`src/rtl/syscall_responder_if.sv`:
```
// Bundle of syscall request/stall, data-memory byte read and console byte stream signals.
// master = core/memory/console side, slave = syscall_responder.
interface syscall_responder_if;
    logic        syscall_valid;
    logic [31:0] syscall_funct;
    logic [31:0] syscall_param1;
    logic        syscall_busy;
    logic        syscall_done;
    logic        mem_rd_en;
    logic [31:0] mem_addr;
    logic [7:0]  mem_rdata;
    logic        tx_valid;
    logic [7:0]  tx_data;
    logic        tx_ready;
    logic        halted;
    logic [7:0]  exit_code;

    modport master (
        output syscall_valid, syscall_funct, syscall_param1, mem_rdata, tx_ready,
        input  syscall_busy, syscall_done, mem_rd_en, mem_addr, tx_valid, tx_data, halted, exit_code
    );

    modport slave (
        input  syscall_valid, syscall_funct, syscall_param1, mem_rdata, tx_ready,
        output syscall_busy, syscall_done, mem_rd_en, mem_addr, tx_valid, tx_data, halted, exit_code
    );
endinterface

```
`src/rtl/syscall_responder.sv`:
```
// Runs MIPS syscall services (print char/int/string, exit) while stalling decode via busy.
// Latency is service dependent; every tx_ready=0 cycle holds the byte and adds one cycle.
module syscall_responder #(
    parameter int MAX_STR = 256
) (
    input  logic               clock,
    input  logic               reset_n,
    syscall_responder_if.slave bus
);
    localparam int CNT_W = $clog2(MAX_STR + 1);

    typedef enum logic [3:0] {
        IDLE, CHAR, CONV, SIGN, DIGIT, STR_RD, STR_WAIT, STR_EMIT, DONE, HALT
    } state_t;

    state_t           state, nextState;
    logic [7:0]       charByte;
    logic             isNeg;
    logic [31:0]      bin, binNext;
    logic [39:0]      bcd, bcdAdj, bcdNext;
    logic [4:0]       iterCnt;
    logic [3:0]       digitIdx, msdIdx;
    logic [3:0]       digit;
    logic [31:0]      ptr;
    logic [CNT_W-1:0] byteCnt;
    logic [7:0]       curByte;
    logic [7:0]       exitCode;
    logic             txValid;
    logic             txFire;
    logic             accept;

    assign accept = (state == IDLE) && bus.syscall_valid;
    assign txFire = txValid && bus.tx_ready;

    // One double-dabble iteration: add 3 to digits >= 5, then shift bin into bcd.
    always_comb begin
        bcdAdj = bcd;
        for (int i = 0; i < 10; i++) begin
            if (bcd[4*i +: 4] >= 4'd5) bcdAdj[4*i +: 4] = bcd[4*i +: 4] + 4'd3;
        end
        bcdNext = {bcdAdj[38:0], bin[31]};
        binNext = {bin[30:0], 1'b0};
        msdIdx  = 4'd0;
        for (int i = 0; i < 10; i++) begin
            if (bcdNext[4*i +: 4] != 4'd0) msdIdx = 4'(i);
        end
        digit = 4'd0;
        for (int i = 0; i < 10; i++) begin
            if (digitIdx == 4'(i)) digit = bcd[4*i +: 4];
        end
    end

    always_ff @(posedge clock or negedge reset_n) begin
        if (!reset_n) state <= IDLE;
        else          state <= nextState;
    end

    always_comb begin
        nextState = state;
        case (state)
            IDLE: if (bus.syscall_valid) begin
                case (bus.syscall_funct)
                    32'd1:          nextState = CONV;
                    32'd4:          nextState = STR_RD;
                    32'd10, 32'd17: nextState = HALT;
                    32'd11:         nextState = CHAR;
                    default:        nextState = DONE;
                endcase
            end
            CHAR:     if (txFire) nextState = DONE;
            CONV:     if (iterCnt == 5'd31) nextState = isNeg ? SIGN : DIGIT;
            SIGN:     if (txFire) nextState = DIGIT;
            DIGIT:    if (txFire && digitIdx == 4'd0) nextState = DONE;
            STR_RD:   nextState = STR_WAIT;
            STR_WAIT: nextState = (bus.mem_rdata == 8'h00 || byteCnt == CNT_W'(MAX_STR)) ? DONE : STR_EMIT;
            STR_EMIT: if (txFire) nextState = STR_RD;
            DONE:     nextState = IDLE;
            HALT:     nextState = HALT;
            default:  nextState = IDLE;
        endcase
    end

    always_comb begin
        bus.syscall_busy = 1'b1;
        bus.syscall_done = 1'b0;
        bus.mem_rd_en    = 1'b0;
        bus.tx_data      = 8'h00;
        txValid          = 1'b0;
        case (state)
            IDLE:     bus.syscall_busy = bus.syscall_valid;
            CHAR:     begin txValid = 1'b1; bus.tx_data = charByte; end
            SIGN:     begin txValid = 1'b1; bus.tx_data = 8'h2D; end
            DIGIT:    begin txValid = 1'b1; bus.tx_data = 8'h30 + {4'h0, digit}; end
            STR_RD:   bus.mem_rd_en = 1'b1;
            STR_EMIT: begin txValid = 1'b1; bus.tx_data = curByte; end
            DONE:     begin bus.syscall_busy = 1'b0; bus.syscall_done = 1'b1; end
            default:  ;
        endcase
        bus.tx_valid  = txValid;
        bus.halted    = (state == HALT);
        bus.exit_code = exitCode;
        bus.mem_addr  = ptr;
    end

    always_ff @(posedge clock or negedge reset_n) begin
        if (!reset_n) begin
            charByte <= 8'h00;
            isNeg    <= 1'b0;
            bin      <= 32'h0;
            bcd      <= 40'h0;
            iterCnt  <= 5'd0;
            digitIdx <= 4'd0;
            ptr      <= 32'h0;
            byteCnt  <= '0;
            curByte  <= 8'h00;
            exitCode <= 8'h00;
        end else if (accept) begin
            charByte <= bus.syscall_param1[7:0];
            isNeg    <= bus.syscall_param1[31];
            // Two's-complement negate; 0x80000000 stays 2^31, read as unsigned.
            bin      <= bus.syscall_param1[31] ? (~bus.syscall_param1 + 32'd1) : bus.syscall_param1;
            bcd      <= 40'h0;
            iterCnt  <= 5'd0;
            ptr      <= bus.syscall_param1;
            byteCnt  <= '0;
            if (bus.syscall_funct == 32'd10)      exitCode <= 8'h00;
            else if (bus.syscall_funct == 32'd17) exitCode <= bus.syscall_param1[7:0];
        end else begin
            case (state)
                CONV: begin
                    bcd     <= bcdNext;
                    bin     <= binNext;
                    iterCnt <= iterCnt + 5'd1;
                    if (iterCnt == 5'd31) digitIdx <= msdIdx;
                end
                DIGIT:    if (txFire && digitIdx != 4'd0) digitIdx <= digitIdx - 4'd1;
                STR_WAIT: curByte <= bus.mem_rdata;
                STR_EMIT: if (txFire) begin
                    ptr     <= ptr + 32'd1;
                    byteCnt <= byteCnt + CNT_W'(1);
                end
                default: ;
            endcase
        end
    end
endmodule

```
`src/flat_wrapper.sv`:
```
// flat-port wrapper written by rule: the top's interface ports become plain ports
module syscall_responder_flat 
#(
    parameter int MAX_STR = 256
)
  (clock, reset_n, bus_syscall_valid, bus_syscall_funct, bus_syscall_param1, bus_mem_rdata, bus_tx_ready, bus_syscall_busy, bus_syscall_done, bus_mem_rd_en, bus_mem_addr, bus_tx_valid, bus_tx_data, bus_halted, bus_exit_code);
  syscall_responder_if bus_i ();
  input  logic clock;
  input  logic reset_n;
  input wire logic [$bits(bus_i.syscall_valid)-1:0] bus_syscall_valid;
  input wire logic [$bits(bus_i.syscall_funct)-1:0] bus_syscall_funct;
  input wire logic [$bits(bus_i.syscall_param1)-1:0] bus_syscall_param1;
  input wire logic [$bits(bus_i.mem_rdata)-1:0] bus_mem_rdata;
  input wire logic [$bits(bus_i.tx_ready)-1:0] bus_tx_ready;
  output wire logic [$bits(bus_i.syscall_busy)-1:0] bus_syscall_busy;
  output wire logic [$bits(bus_i.syscall_done)-1:0] bus_syscall_done;
  output wire logic [$bits(bus_i.mem_rd_en)-1:0] bus_mem_rd_en;
  output wire logic [$bits(bus_i.mem_addr)-1:0] bus_mem_addr;
  output wire logic [$bits(bus_i.tx_valid)-1:0] bus_tx_valid;
  output wire logic [$bits(bus_i.tx_data)-1:0] bus_tx_data;
  output wire logic [$bits(bus_i.halted)-1:0] bus_halted;
  output wire logic [$bits(bus_i.exit_code)-1:0] bus_exit_code;
  assign bus_i.syscall_valid = bus_syscall_valid;
  assign bus_i.syscall_funct = bus_syscall_funct;
  assign bus_i.syscall_param1 = bus_syscall_param1;
  assign bus_i.mem_rdata = bus_mem_rdata;
  assign bus_i.tx_ready = bus_tx_ready;
  assign bus_syscall_busy = bus_i.syscall_busy;
  assign bus_syscall_done = bus_i.syscall_done;
  assign bus_mem_rd_en = bus_i.mem_rd_en;
  assign bus_mem_addr = bus_i.mem_addr;
  assign bus_tx_valid = bus_i.tx_valid;
  assign bus_tx_data = bus_i.tx_data;
  assign bus_halted = bus_i.halted;
  assign bus_exit_code = bus_i.exit_code;
  syscall_responder #(.MAX_STR(MAX_STR)) u_core (.clock(clock), .reset_n(reset_n), .bus(bus_i));
endmodule
```
`config.mk`:
```
export PLATFORM = sky130hd
export DESIGN_NAME = syscall_responder_flat
export DESIGN_NICKNAME = d
export VERILOG_FILES = /design/src/rtl/syscall_responder_if.sv /design/src/rtl/syscall_responder.sv /design/src/flat_wrapper.sv
export SDC_FILE = /design/constraint.sdc
export NUM_CORES = 1
export LEC_CHECK = 0
export BUFFER_PORTS_ARGS = -buffer_cell sky130_fd_sc_hd__buf_2
export CORE_MARGIN = 1
export CORE_UTILIZATION = 50
export CTS_CLUSTER_DIAMETER = 200
export DETAILED_ROUTE_END_ITERATION = 6
export GPL_TIMING_DRIVEN = 0
export PLACE_DENSITY_LB_ADDON = 0.08
export SYNTH_ARGS = -nofsm -noshare
export SYNTH_HDL_FRONTEND = slang
export SYNTH_SLANG_ARGS = --single-unit
```
`constraint.sdc`:
```
create_clock -name clock -period 6.37 [get_ports clock]
set_input_delay 1.274 -clock clock [delete_from_list [all_inputs] [get_ports clock]]
set_output_delay 1.274 -clock clock [all_outputs]
set_load 0.01 [all_outputs]
```
==> Yosys cells after proc, flatten, opt, wreduce, memory -nomap -nowiden <==
Index checks and enable logic that the tools add are counted.
W data, S select, Z words.
{ "totals": {"input_bits": 76, "ff_bits": 151, "output_inout_bits": 53} }
{ "op_classes": {"n_reduce_logical": 30, "magnitude_cmp": 10, "addsub": 16, "eq_ne": 32, "bitwise": 2, "mux": 62} }
{ "op_table": {"columns": ["operator", "count"], "rows": [
  ["$mux W32", 6],
  ["$mux W4", 30],
  ["$mux W40", 2],
  ["$add A32 B1 Y32 const B", 2],
  ["$eq A32 B4 Y1 const B", 2],
  ["$ge A4 B3 Y1 const B", 10],
  ["$reduce_bool A4 Y1", 10],
  ["$add A4 B2 Y4 const B", 9],
  ["$pmux W4 S9", 1],
  ["$eq A32 B1 Y1 const B", 1],
  ["$eq A32 B3 Y1 const B", 1],
  ["$eq A32 B5 Y1 const B", 1],
  ["$eq A4 B3 Y1 const B", 8],
  ["$not A32 Y32", 1],
  ["$pmux W8 S4", 1],
  ["$mux W9", 3],
  ["$mux W3", 6],
  ["$eq A4 B2 Y1 const B", 4],
  ["$eq A4 B4 Y1 const B", 4],
  ["$mux W8", 2],
  ["$pmux W4 S4", 1],
  ["$ne A2 B1 Y1 const B", 6],
  ["$mux W5", 2],
  ["$reduce_bool A2 Y1", 5],
  ["other kinds (23)", 34]
]} }

==> Longest topological paths before layout <==
Gate-level depths: netlist of run 1.
{ "depth": {"depth_word": 14, "depth_mapped": 10, "depth_no_buf": 8} }

==> Worst setup path before layout of run 1 <==
OpenSTA, ideal clock, no wires.
{ "synth_path": {"path_kind": "input to output", "from": "in bus_syscall_valid", "to": "out bus_syscall_busy", "path_buffers": 1, "path_slack_ns": 2.862, "path_stages": 4, "arrival_time_ns": 2.234, "cell_sequence": "or4b_1 a21o_1 clkbuf_1 nand3_1"} }
{ "synth_between": {"elab_chain_len": 1} }
{ "synth_lines": {"columns": ["element", "line_no", "rtl"], "rows": [
  ["start, declared", "flat_wrapper.sv:10", "input wire logic [$bits(bus_i.syscall_valid)-1:0] bus_syscall_valid;"],
  ["$pmux W1 S2", "syscall_responder.sv:89", "case (state)"],
  ["end, declared", "flat_wrapper.sv:15", "output wire logic [$bits(bus_i.syscall_busy)-1:0] bus_syscall_busy;"]
]} }
No other way between the ends.

==> Worst setup path in the final report of run 1 <==
{ "layout_path": {"from": "reg u_core.digitIdx[0]", "to": "out bus_tx_data[3]"} }
{ "layout_between": {"elab_chain_len": 13} }
{ "layout_lines": {"columns": ["element", "line_no", "rtl"], "rows": [
  ["start, declared", "syscall_responder.sv:22", "logic [3:0] digitIdx, msdIdx;"],
  ["start signal, assigned", "syscall_responder.sv:134", "if (iterCnt == 5'd31) digitIdx <= msdIdx;"],
  ["start signal, assigned", "syscall_responder.sv:136", "DIGIT: if (txFire && digitIdx != 4'd0) digitIdx <= digitIdx - 4'd1;"],
  ["$logic_not A4 Y1", "syscall_responder.sv:49", "if (digitIdx == 4'(i)) digit = bcd[4*i +: 4];"],
  ["$mux W4 (9 in series)", "syscall_responder.sv:49", null],
  ["$mux W4 (*)", "syscall_responder.sv:49", null],
  ["$add A6 B4 Y7 (*)", "syscall_responder.sv:93", "DIGIT: begin txValid = 1'b1; bus.tx_data = 8'h30 + {4'h0, digit}; end"],
  ["$pmux W8 S4 (*)", "syscall_responder.sv:89", null],
  ["end, declared", "flat_wrapper.sv:20", "output wire logic [$bits(bus_i.tx_data)-1:0] bus_tx_data;"]
]} }
Every way passes the cells marked *; elsewhere a longest branch is shown, timed or not.

==> results.yml, run 1 <==
synthesis:
  synth_fa_ha_area_share_pct: 3.851
  synth_xor_area_share_pct: 4.852
  yosysUniqueCellTypes: 72
  yosysTopAreaCell: "dfrtp_1"
  synth_area_leaders: "dfrtp_1 (39%), nand2_1 (7.2%), o21ai_0 (4.9%)"
  synth_seq_cells: 151
  synth_edf_count: 0
  yosysMostFrequentCell: "nand2_1"
  synth_top_family_by_area: "simple AND/OR/NAND/NOR gates"
  ys_warn_count: 0
  syn_avg_cell_area_um2: 8.267
  synth-seq-area-share_pct: 38.77
  synthSimpleGateAreaFrac_pct: 26.24
  syn-cell-area_mm2: 0.009747
  syn_inst: 1179
  synth_commonest_cells: "nand2_1 (188), dfrtp_1 (151), o21ai_0 (95)"
  synth-async-reset-ratio_pct: 100.0
  syn_nets: 1285
  synth-compound-area-share_pct: 20.10
  synth_top_cell_area_share_pct: 38.77
  ys.flop_type: "dfrtp_1"
  muxShareOfSynthArea_pct: 2.105
cts:
  cts_setup_buffers: 0
  holdBufCountCts: 0
  cts_sinks: 151
  postCtsResizedCells: 0
  cts_buffers: 17
  cts_tree: "built"
  clk_pin_slew_worst_paths_ps: 70
  clk_path_buf_depth: 2
  clock_latency_ps: 430
  cts_root_buf: "clkbuf_16"
  htree_levels: 4
routing:
  drc_errors: 0
  avgRoutedWirePerCell_um: 18.31
  drtIter0Drc: 520
  antenna_left: 0
  drt-pass1-iter-count: 7
  vias: 9481
  routed_wl_um: 29290
  via_per_inst: 5.929
timing:
  finalSetupViolCount: 0
  max-slew-margin-rel_pct: 40.08
  fmax_mhz: 228.3
  min_period_ps: 4379
  tightest_slew_ps: 898.9
  slew_viol_final: 0
  finClkSkew_ps: 10.41
  tns_ps: 0
  hold_viol_final: 0
  rsz0062_at_grt: "false"
  finalCritPeriodShare_pct: 68.75
layout:
  finalInstanceArea_mm2: 0.01132
  nets: 1432
  syn_to_final_growth_pct: 16.15
  diodes: 0
  n_fill_cell: 1770
  drive_above_1_share_pct: 14.49
  finalCoreUtilization_pct: 59.92
floorplanning:
  chipHeight_um: 141.6
  fp.coreArea_mm2: 0.01889
  pin_count: 129
  rows: 50
  dieArea_mm2: 0.02006
  start_util_pct: 51.59
  fp.dieW_um: 141.6
pwr:
  p_int_mw: 2.025
  ir_drop_uv: 217.4
  power.share.clock_pct: 32.2
  power_density_mw_per_mm2: 279.0
  p_comb_share_pct: 24.8
  power_leakage_nw: 4.898
  switching_share_pct: 35.90
  p_switching_mw: 1.134
  seq_power_share_pct: 43.0
  total_power_mw: 3.159
placed_design:
  io_buffers: 127
  gp_congestion: 0.9432
  dpl_cell_area_mm2: 0.01074
  detailed_place_hpwl_um: 21670
flow_run:
  cap_violations: 0
global_route:
  grt_overflow_total: 0
  grt_pass1_wl_um: 47070
  grtUsageTotal_pct: 30.14
  antenna_found_initial: 0
  grt_pass1_vias: 8972
  grt_max_degree: 91
worst_setup_path:
  critical_path.max_fanout: 10
  worstSetupStartpointType: "flop"
  crit_type: "reg -> out"
  cp.required_ps: 5100
  worstPathArrival_ps: 3110
  end_kind: "primary output"
min_path:
  worstHoldPathType: "reg -> reg"
run_status:
  outcome: "finished, final reports clean"
[registers in the layout (all words and copies together), names as in the netlist]
register / cells
u_core.bcd: 40
u_core.bin: 32
u_core.bus.mem_addr: 32
u_core.byteCnt: 9
u_core.bus.exit_code: 8
u_core.charByte: 8
u_core.curByte: 8
u_core.iterCnt: 5
u_core.digitIdx: 4
u_core.state: 4
u_core.isNeg: 1
[path summary, 6_finish.rpt]
| kind | startpoint | to | slack [ps] | cells past startpoint |
|---|---|---|---|---|
| max in group asynchronous | reset_n | u_core.bus.mem_addr[17] | 4700 | 2 |
| min in group asynchronous | reset_n | u_core.bcd[36] | 800 | 1 |
| min reg2reg | u_core.bus.exit_code[0] | u_core.bus.exit_code[0] | 470 | 2 |
| max reg2reg | u_core.state[0] | u_core.bcd[0] | 3660 | 7 |
| min | u_core.bus.exit_code[0] | u_core.bus.exit_code[0] | 470 | 2 |
| max | u_core.digitIdx[0] | bus_tx_data[3] | 1990 | 10 |
[cells by family after synthesis]
family | after synthesis
buffers and inverters | 104
adders and majority gates | 30
muxes | 19
DFF | 151
AOI/OAI and AO/OA | 314
xor gates and xnor gates | 54
and+or+nand+nor | 507
[power by group through the flow]
stage               clock network [mW]  registers [mW]  logic [mW]
finish                            1.02            1.36       0.785
global placement                     0            1.36       0.765
global route                      1.06            1.38       0.877
CTS                               1.02            1.35       0.784
floorplan                            0            1.35       0.446
detailed placement                   0            1.36       0.781
[per-stage QoR]
step	cells	setup WS, ps	hold WS, ps
final	1599	1991	474.7
after global routing	1599	1777	517.3
after CTS	1599	2023	481.1
after detailed placement	1567	2227	465.6
after global placement	1566	1646	463.8
after floorplan	1179	2862	445.7
[routing by layer]
layer	GRT usage, %	wire, um	up-vias
li1	-	-	4568
met1	40.64	12960	4568
met2	50.01	13980	309
met3	5.062	1874	36
met4	8.319	473	0
met5	0	0	-
[cell usage in the layout, fill, tap and decap left out, drive strengths merged, types with 6 or more instances in the layout]
| cell type | n |
|---|---|
| nand2 | 188 |
| dfrtp | 151 |
| buf | 145 |
| o21ai | 103 |
| a21oi | 86 |
| nor2 | 68 |
| clkbuf | 67 |
| nand3 | 58 |
| inv | 45 |
| and3 | 36 |
| ha | 30 |
| xnor2 | 27 |
| xor2 | 27 |
| nor3 | 26 |
| a31oi | 24 |
| nand4 | 19 |
| nor3b | 18 |
| nor4 | 18 |
| or3 | 14 |
| o31ai | 14 |
| nand2b | 13 |
| mux2 | 12 |
| nor2b | 11 |
| a211oi | 11 |
| o211ai | 11 |
| nand3b | 9 |
| a221o | 8 |
| or4 | 8 |
| mux2i | 7 |
| a22o | 7 |
| and4 | 6 |
[worst max-delay path, stage by stage (launching register included)]
cell,delay [ps]
dfrtp_1,400
inv_1,140
ha_1,260
clkbuf_1,350
inv_1,210
a311oi_1,290
a211oi_1,100
a211o_1,320
a311o_1,340
o21ai_0,90
buf_2,170
[layout make-up]
type                            instances  area [um2]  area share, %
Tap cell                              260       325.3          2.874
Sequential cell                       151        3779          33.38
Multi-Input combinational cell        924        5570          49.20
Timing Repair Buffer                  128       669.4          5.913
Buffer                                 66       255.2          2.255
Clock buffer                           18       439.2          3.879
Inverter                               38       142.6          1.260
Clock inverter                         14       140.1          1.238
Power figures use the tool's default switching activity.
==> inputs of run 2 (changes only) <==
==> constraint.sdc (replaced) <==
create_clock -name clock -period 4.1 [get_ports clock]
set_input_delay 0.82 -clock clock [delete_from_list [all_inputs] [get_ports clock]]
set_output_delay 0.82 -clock clock [all_outputs]
set_load 0.01 [all_outputs]
==> results.yml, run 2 (synthesis gave the netlist of run 1 again) <==
placed_design:
  dpl_cell_area_mm2: 0.01074
  gp_congestion: 0.9432
  io_buffers: 127
  dp_cells: 1567
  detailed_place_hpwl_um: 21670
worst_setup_path:
  worstPathArrival_ps: 2990
  r2r_slack_ps: 1380
  critical_path.max_fanout: 10
  end_kind: "primary output"
  crit_type: "reg -> out"
  r2r_end: "u_core.bcd[0]"
  worstSetupStartpointType: "flop"
  r2r_start: "u_core.state[0]"
  r2r_cells: 7
  cp.required_ps: 3280
cts:
  clk_path_buf_depth: 2
  htree_levels: 4
  cts_root_buf: "clkbuf_16"
  cts_buffers: 17
  cts_setup_buffers: 0
  cts_sinks: 151
  clock_latency_ps: 430
  cts_tree: "built"
  clk_pin_slew_worst_paths_ps: 60
floorplanning:
  pin_count: 129
  chipHeight_um: 141.6
  start_util_pct: 51.59
  fp.dieW_um: 141.6
  fp.coreArea_mm2: 0.01889
  dieArea_mm2: 0.02006
  rows: 50
timing:
  max-slew-margin-rel_pct: 40.16
  finalCritPeriodShare_pct: 93.03
  min_period_ps: 3814
  finClkSkew_ps: 10.24
  finalSetupViolCount: 0
  slew_viol_final: 0
  hold_viol_final: 0
  rsz0062_at_grt: "false"
  fmax_mhz: 262.2
  tightest_slew_ps: 897.6
pwr:
  ir_drop_uv: 336.9
  power_density_mw_per_mm2: 433.5
  total_power_mw: 4.909
  power_leakage_nw: 4.902
layout:
  drive_above_1_share_pct: 14.56
  layout_commonest_cell: "nand2_1"
  final_cell_mix: "nand2_1 (188), dfrtp_1 (151), buf_2 (132)"
  top_register: "u_core.bcd"
  finalInstanceArea_mm2: 0.01132
  largest_reg_flops: 40
  nets: 1432
  fin_cells: 1599
  diodes: 0
  syn_to_final_growth_pct: 16.16
global_route:
  grt_max_degree: 91
  grtUsageTotal_pct: 30.14
  grt_use_met3_pct: 5.062
  top_usage_layer: "met2"
  antenna_found_initial: 0
  met1_usage_pct: 40.64
  grt_overflow_total: 0
  grt_pass1_vias: 8972
  grtUsageMet2_pct: 50.01
  grt_pass1_wl_um: 47070
min_path:
  worstHoldPathType: "in -> async"
run_status:
  outcome: "finished, final reports clean"
routing:
  via_per_inst: 5.929
  antenna_left: 0
  routed_wl_um: 29260
  drtIter0Drc: 522
  drc_errors: 0
  avgRoutedWirePerCell_um: 18.30
  drt-pass1-iter-count: 7
  vias: 9480
flow_run:
  cap_violations: 0
==> run 2: cell count changes in the layout (fill, tap and decap cells not counted) <==
cell	previous run	this run
clkbuf_1	49	48
clkbuf_2	0	1
==> run 2: final cells by class <==
cell class,count,area (um2)
plain buffers,66,256.5
flip-flops and latches,151,3779
fillers,1770,7571
well taps,260,325.3
repair buffers,128,669.4
clock buffers,18,439.2
multi-input cells,924,5570
inverters,38,142.6
clock inverters,14,140.1
==> run 2: worst max-delay path by stage <==
stage                                   from                       to  slack [ps]  cells past startpoint
after floorplan           u_core.digitIdx[0]           bus_tx_data[0]        1220                      9
after global placement               reset_n  u_core.bus.mem_addr[26]        -170                      1
after detailed placement  u_core.digitIdx[0]           bus_tx_data[3]         680                     10
after CTS                 u_core.digitIdx[0]           bus_tx_data[3]         210                     10
after global routing      u_core.digitIdx[0]           bus_tx_data[3]          90                     10
final                     u_core.digitIdx[0]           bus_tx_data[3]         290                     10
==> run 2: what timing repair did <==
| action | in CTS | in global routing |
|---|---|---|
| gates resized for setup | 0 | 2 |
| setup endpoints to repair | 0 | 2 |
| hold buffers | 0 | 0 |
| hold endpoints to repair | 0 | 0 |
==> run 2: power breakdown <==
group / switching, mW / internal [mW] / total (mW)
clock: 0.710 / 0.869 / 1.58
combinational: 0.743 / 0.476 / 1.22
sequential: 0.309 / 1.80 / 2.11
total: 1.76 / 3.15 / 4.91
==> run 2: critical path, stage by stage, from the launching register on <==
cell and delay, ps:
dfrtp_1 400, inv_1 140, ha_1 170, clkbuf_1 400, nand3b_1 130, a311oi_1 310
a211oi_1 100, a211o_1 320, a311o_1 340, o21ai_0 90, buf_2 170
==> run 2: metal layers <==
layer,vias to the layer above,part of all wire [%]
met5,-,0
met4,0,1.5
met3,33,6.0
met2,299,48
met1,4576,45
li1,4572,-
==> run 2: through the flow <==
| stage | util, % | setup slack [ps] | TNS (ps) | hold WS, ps |
|---|---|---|---|---|
| after floorplan | - | 1219 | 0 | 445.7 |
| after global placement | 56.68 | -170.3 | -22580 | 463.8 |
| after detailed placement | 56.85 | 683.8 | 0 | 465.6 |
| after CTS | 59.92 | 207.0 | 0 | 395.4 |
| after global routing | 59.93 | 87.99 | 0 | 405.4 |
| final | 59.93 | 285.6 | 0 | 352.1 |
